### src/rtl/draw_arb_pkg.sv
// Shared types and widths for the draw-engine arbiter.
// Covers the arbiter state encoding, VGA coordinate widths and engine indices.
package draw_arb_pkg;

  typedef enum logic [1:0] {
    IDLE    = 2'd0,
    BUSY    = 2'd1,
    RELEASE = 2'd2
  } arb_state_t;

  localparam int X_W  = 8;
  localparam int Y_W  = 7;
  localparam int C_W  = 3;
  localparam int ID_W = 2;

  localparam int PADDLE = 0;
  localparam int BALL   = 1;
  localparam int BRICKS = 2;

endpackage

### src/rtl/rr_picker.sv
// Combinational round-robin selector.
// Returns the first requesting index strictly after last_grant, wrapping around.
module rr_picker
  import draw_arb_pkg::*;
#(
  parameter int NUM_REQ = 3
) (
  input  logic [NUM_REQ-1:0] req,
  input  logic [ID_W-1:0]    last_grant,
  output logic               found,
  output logic [ID_W-1:0]    pick
);

  logic [ID_W-1:0] idx;

  always_comb begin
    found = 1'b0;
    pick  = '0;
    idx   = '0;
    // The last offset lands on last_grant itself, so a lone requester can be re-granted.
    for (int off = 1; off <= NUM_REQ; off++) begin
      idx = ID_W'((int'(last_grant) + off) % NUM_REQ);
      if (!found && req[idx]) begin
        found = 1'b1;
        pick  = idx;
      end
    end
  end

endmodule

### src/rtl/draw_arbiter.sv
// Round-robin owner of the single VGA pixel-write port, shared by the draw engines.
// state   | meaning
// IDLE    | no grant; pick the next requester after last_grant
// BUSY    | one engine owns enable_state, its pixels are registered to VGA
// RELEASE | dead cycle so two engines never see enable_state back to back
module draw_arbiter
  import draw_arb_pkg::*;
#(
  parameter int NUM_REQ = 3,
  parameter int TIMEOUT = 4096
) (
  input  logic                   clock,
  input  logic                   reset_state,
  input  logic [NUM_REQ-1:0]     req,
  input  logic [NUM_REQ-1:0]     client_done,
  input  logic [NUM_REQ-1:0]     client_plot,
  input  logic [X_W*NUM_REQ-1:0] client_x,
  input  logic [Y_W*NUM_REQ-1:0] client_y,
  input  logic [C_W*NUM_REQ-1:0] client_colour,
  output logic [NUM_REQ-1:0]     enable_state,
  output logic [ID_W-1:0]        grant_id,
  output logic [X_W-1:0]         x,
  output logic [Y_W-1:0]         y,
  output logic [C_W-1:0]         colour_out,
  output logic                   plot,
  output logic                   busy,
  output logic                   timeout_err
);

  localparam int CNT_W = (TIMEOUT > 1) ? $clog2(TIMEOUT) : 1;
  localparam logic [CNT_W-1:0] CNT_LAST = CNT_W'(TIMEOUT - 1);

  arb_state_t       state, state_nxt;
  logic [ID_W-1:0]  last_grant;
  logic [CNT_W-1:0] cnt;
  logic             found;
  logic [ID_W-1:0]  pick;
  logic             start_grant;
  logic             end_grant;
  logic             timeout_hit;
  logic             cur_done;
  logic             cur_req;

  logic [X_W-1:0] cl_x [NUM_REQ];
  logic [Y_W-1:0] cl_y [NUM_REQ];
  logic [C_W-1:0] cl_c [NUM_REQ];

  for (genvar i = 0; i < NUM_REQ; i++) begin : g_unpack
    assign cl_x[i] = client_x[X_W*i +: X_W];
    assign cl_y[i] = client_y[Y_W*i +: Y_W];
    assign cl_c[i] = client_colour[C_W*i +: C_W];
  end

  rr_picker #(
    .NUM_REQ (NUM_REQ)
  ) u_picker (
    .req        (req),
    .last_grant (last_grant),
    .found      (found),
    .pick       (pick)
  );

  assign cur_done = client_done[grant_id];
  assign cur_req  = req[grant_id];
  assign busy     = (state == BUSY);

  always_ff @(posedge clock or posedge reset_state) begin
    if (reset_state) state <= IDLE;
    else             state <= state_nxt;
  end

  always_comb begin
    state_nxt   = state;
    start_grant = 1'b0;
    end_grant   = 1'b0;
    timeout_hit = 1'b0;
    case (state)
      IDLE: begin
        if (found) begin
          state_nxt   = BUSY;
          start_grant = 1'b1;
        end
      end
      BUSY: begin
        // Done or abandon wins over a coincident timeout, so no error is flagged then.
        if (cur_done || !cur_req) begin
          state_nxt = RELEASE;
          end_grant = 1'b1;
        end else if (cnt == CNT_LAST) begin
          state_nxt   = RELEASE;
          end_grant   = 1'b1;
          timeout_hit = 1'b1;
        end
      end
      RELEASE: state_nxt = IDLE;
      default: state_nxt = IDLE;
    endcase
  end

  always_ff @(posedge clock or posedge reset_state) begin
    if (reset_state) begin
      enable_state <= '0;
      grant_id     <= '0;
      last_grant   <= ID_W'(NUM_REQ - 1);
      cnt          <= '0;
      timeout_err  <= 1'b0;
    end else begin
      timeout_err <= timeout_hit;
      if (start_grant) begin
        grant_id     <= pick;
        enable_state <= NUM_REQ'(1) << pick;
        cnt          <= '0;
      end else if (end_grant) begin
        enable_state <= '0;
        last_grant   <= grant_id;
      end else if (state == BUSY) begin
        cnt <= cnt + 1'b1;
      end
    end
  end

  // Coordinates hold outside BUSY; only the write enable is forced low.
  always_ff @(posedge clock or posedge reset_state) begin
    if (reset_state) begin
      plot       <= 1'b0;
      x          <= '0;
      y          <= '0;
      colour_out <= '0;
    end else if (state == BUSY) begin
      plot       <= client_plot[grant_id];
      x          <= cl_x[grant_id];
      y          <= cl_y[grant_id];
      colour_out <= cl_c[grant_id];
    end else begin
      plot <= 1'b0;
    end
  end

endmodule

### config.mk
export PLATFORM = sky130hd
export DESIGN_NAME = draw_arbiter
export DESIGN_NICKNAME = d
export VERILOG_FILES = /design/src/rtl/draw_arb_pkg.sv /design/src/rtl/rr_picker.sv /design/src/rtl/draw_arbiter.sv
export SDC_FILE = /design/constraint.sdc
export NUM_CORES = 1
export LEC_CHECK = 0
export ABC_AREA = 1
export CAP_MARGIN = 20
export CELL_PAD_IN_SITES_DETAIL_PLACEMENT = 1
export CELL_PAD_IN_SITES_GLOBAL_PLACEMENT = 1
export CORE_ASPECT_RATIO = 1.75
export CORE_MARGIN = 2
export CORE_UTILIZATION = 28
export DETAILED_ROUTE_END_ITERATION = 10
export PLACE_DENSITY_LB_ADDON = 0.3
export SLEW_MARGIN = 25
export SYNTH_ARGS = -nofsm -noshare
export SYNTH_HDL_FRONTEND = slang
export SYNTH_HIERARCHICAL = 1
export SYNTH_SLANG_ARGS = --single-unit
### constraint.sdc
create_clock -name clock -period 1.7 [get_ports clock]
set_input_delay 0.51 -clock clock [delete_from_list [all_inputs] [get_ports clock]]
set_output_delay 0.51 -clock clock [all_outputs]
set_load 0.005 [all_outputs]
==> impl_metrics.toml <==
[route]
routed_wl_um = 8680
drtIter0Drc = 140
drc = 0
post_drt_via_cell_ratio = 4.79
vias = 2735
detail_route.wl_per_cell_um = 15.2
drtAntennaViolNets = 0
drtPass1Iterations = 4

[clocking]
clock-root-buffer = "clkbuf_16"
clock_sinks = 41
clockBufferDepth = 2
h-tree-depth = 2
cts_tree = "yes"
clkTransAtPathRegs_ns = 0.06
hold_buffers = 0
cts-buffers-inserted = 5
clock_latency_ns = 0.28

[global_route]
grt_overflow = 0
grt_pass1_wl_um = 14700
grt_usage = 0.203
grt_pass1_vias = 3086
grt_start_max_net_pins = 42
antenna_found_initial = 0

[setup_path]
crit_arrival_ns = 2.05
crit_required_ns = 1.92
path_class = "reg -> reg"
end_kind = "flop"
crit_path_start_kind = "flop"
path_cells = "ha_4 -> buf_6 -> nand2_1 -> nand3_2 -> nand2_2 -> buf_4 -> buf_6 -> nand4_1 -> nand2_4 -> inv_4 -> nand3_2 -> nand2_1"
cp_max_fo = 4
cp_num_buf_inv = 4
crit_path_top_delay_cell = "dfstp_2"
cp_top_family = "simple AND/OR/NAND/NOR gates"
max_stage_delay_ns = 0.58

[place]
dp_cells = 553
dp_hpwl_um = 6270
gp_congestion = 0.894
io_buffers = 90

[timing]
fin_crit_sh = 1.07
hold_viol_final = 0
holdWs_ns = 0.517
finalCriticalPeriod_ns = 1.83
drv_slew = 0
worst_slack_ns = -0.125
fin_tns_setup_ns = -0.964
skew_ns = 0.00342
max_freq_mhz = 548
worstMarginPinSlew_ns = 0.431
setup_viol = 17
slew_headroom = 0.713
rsz0062_at_grt = "yes"

[job]
drv_cap = 0

[floorplan]
die_h_um = 127
die_area_mm2 = 0.00941
num_rows = 44
start_util = 0.290
top_level_ports = 91
die_w_um = 74.2
core-area_mm2 = 0.00831

[power_and_ir_drop]
ir_worst_vdd_mv = 0.903
p_total_mw = 6.15
p_leak_nw = 1.84
p_per_area_mw_per_mm2 = 1500

[synthesis]
synthFlopType = "dfrtp_1"
ys_seq_area_frac = 0.426
syn_inst = 342
ys_ff_latch = 41
synth_edf_count = 0
yosysWarnings = 6
async_flop_share = 1.00
synth_cell_type_count = 28
avgSynthCellArea_um2 = 7.06
syn-num-nets = 410
netlist_area_mm2 = 0.00241

[finish]
fin_util = 0.491
antenna_cells = 0
layout.nets = 523
drive_gt1_frac = 0.219
syn2layout_area_growth_pct = 69.3
stdcell_count = 571

[outcome]
violations = "setup timing"
outcome = "finished, violations left"

[hold_path]
hold_class = "reg -> reg"
## cell usage after synthesis, types with 2 or more instances
cell type  count  area [um^2]
a31oi_1       19          119
buf_2          6         30.0
clkbuf_1       8         30.0
dfrtp_1       40         1000
ha_1           3         37.5
inv_1         23         86.3
inv_2          5         18.8
nand2_1       82          308
nand2_2        2         12.5
nand3_1       29          145
nand3_2        3         30.0
nand4_1        5         31.3
nor2_1        72          270
o21ai_0       25          125
o21ai_1        2         10.0
xnor2_1        3         26.3
xor2_1         4         35.0
## kinds of logic after synthesis
group / Yosys count / share of synthesized area
AND/OR/NAND/NOR: 198 / 0.344
buffers and inverters: 44 / 0.0762
XOR/XNOR: 7 / 0.0254
flip-flops: 41 / 0.426
adder cells (fa/ha/maj): 3 / 0.0156
AO/OA/AOI/OAI: 49 / 0.114
## power breakdown
part,internal (mW),total (mW),switching [mW]
Combinational,1.77,3.74,1.97
Clock,0.546,0.915,0.368
Sequential,1.32,1.49,0.176
Total,3.63,6.15,2.52
## final timing paths
check                           cells past startpoint       startpoint  slack (ns)               to
worst max-delay path                               12    last_grant[1]       -0.13  enable_state[2]
worst min-delay path                                2  enable_state[2]        0.52  enable_state[2]
worst max register to register                     12    last_grant[1]       -0.13  enable_state[2]
worst min register to register                      2  enable_state[2]        0.52  enable_state[2]
max in group asynchronous                           3      reset_state        0.86    last_grant[1]
min in group asynchronous                           3      reset_state        0.57             y[5]
## worst reg2reg max path: stages (launching register included)
cell and delay, ns:
dfstp_2 0.58, ha_4 0.17, buf_6 0.12, nand2_1 0.06, nand3_2 0.07, nand2_2 0.06
buf_4 0.14, buf_6 0.11, nand4_1 0.13, nand2_4 0.09, inv_4 0.07, nand3_2 0.10
nand2_1 0.08
## per-layer routing
metal / up-vias / wire, um / GRT usage
met1: 1299 / 3170 / 0.216
met5: - / 0 / 0
met4: 0 / 351 / 0.0909
li1: 1334 / - / -
met2: 77 / 4800 / 0.364
met3: 25 / 364 / 0.0500
## through the flow
stage | worst slack [ns] | instance area, um^2
6_report | -0.125 | 4090
5_1_grt | -0.221 | 4090
4_1_cts | -0.126 | 4040
3_5_place_dp | -0.489 | 3570
3_3_place_gp | -0.405 | 3570
2_1_floorplan | -0.0100 | 2420
## sequential cells by signal, indices dropped and copies added (netlist names), 2 cells and up
name	count
enable_state	3
last_grant	2
y	7
cnt	12
x	8
state	2
grant_id	2
colour_out	3
## layout by cell type, fill, tap and decap left out, types with 7 or more instances in the layout
cell             synthesis  routed
nor2_1                  72      70
nand2_1                 82      68
nand3_1                 29      12
inv_2                    5       8
clkdlybuf4s50_1          0      79
dfrtp_1                 40      39
dlymetal6s2s_1           0       7
o21ai_0                 25      20
nand3_2                  3      17
a31oi_1                 19      18
buf_4                    1      22
nand2_2                  2      11
inv_1                   23      14
## final cells by class
cell class | count | area (um^2)
fill | 992 | 4230
multi-input combinational | 257 | 1430
timing repair buffer | 122 | 1230
sequential | 41 | 1030
tap | 115 | 144
clock buffer | 8 | 136
inverter | 28 | 120
## what timing repair did
action,4_1_cts,5_1_grt
pin swaps,23,24
endpoints found under the setup margin,25,28
gates cloned,2,0
gates resized for setup,62,28
setup buffers,9,2
No activity file was read; power rests on OpenSTA's default activity.
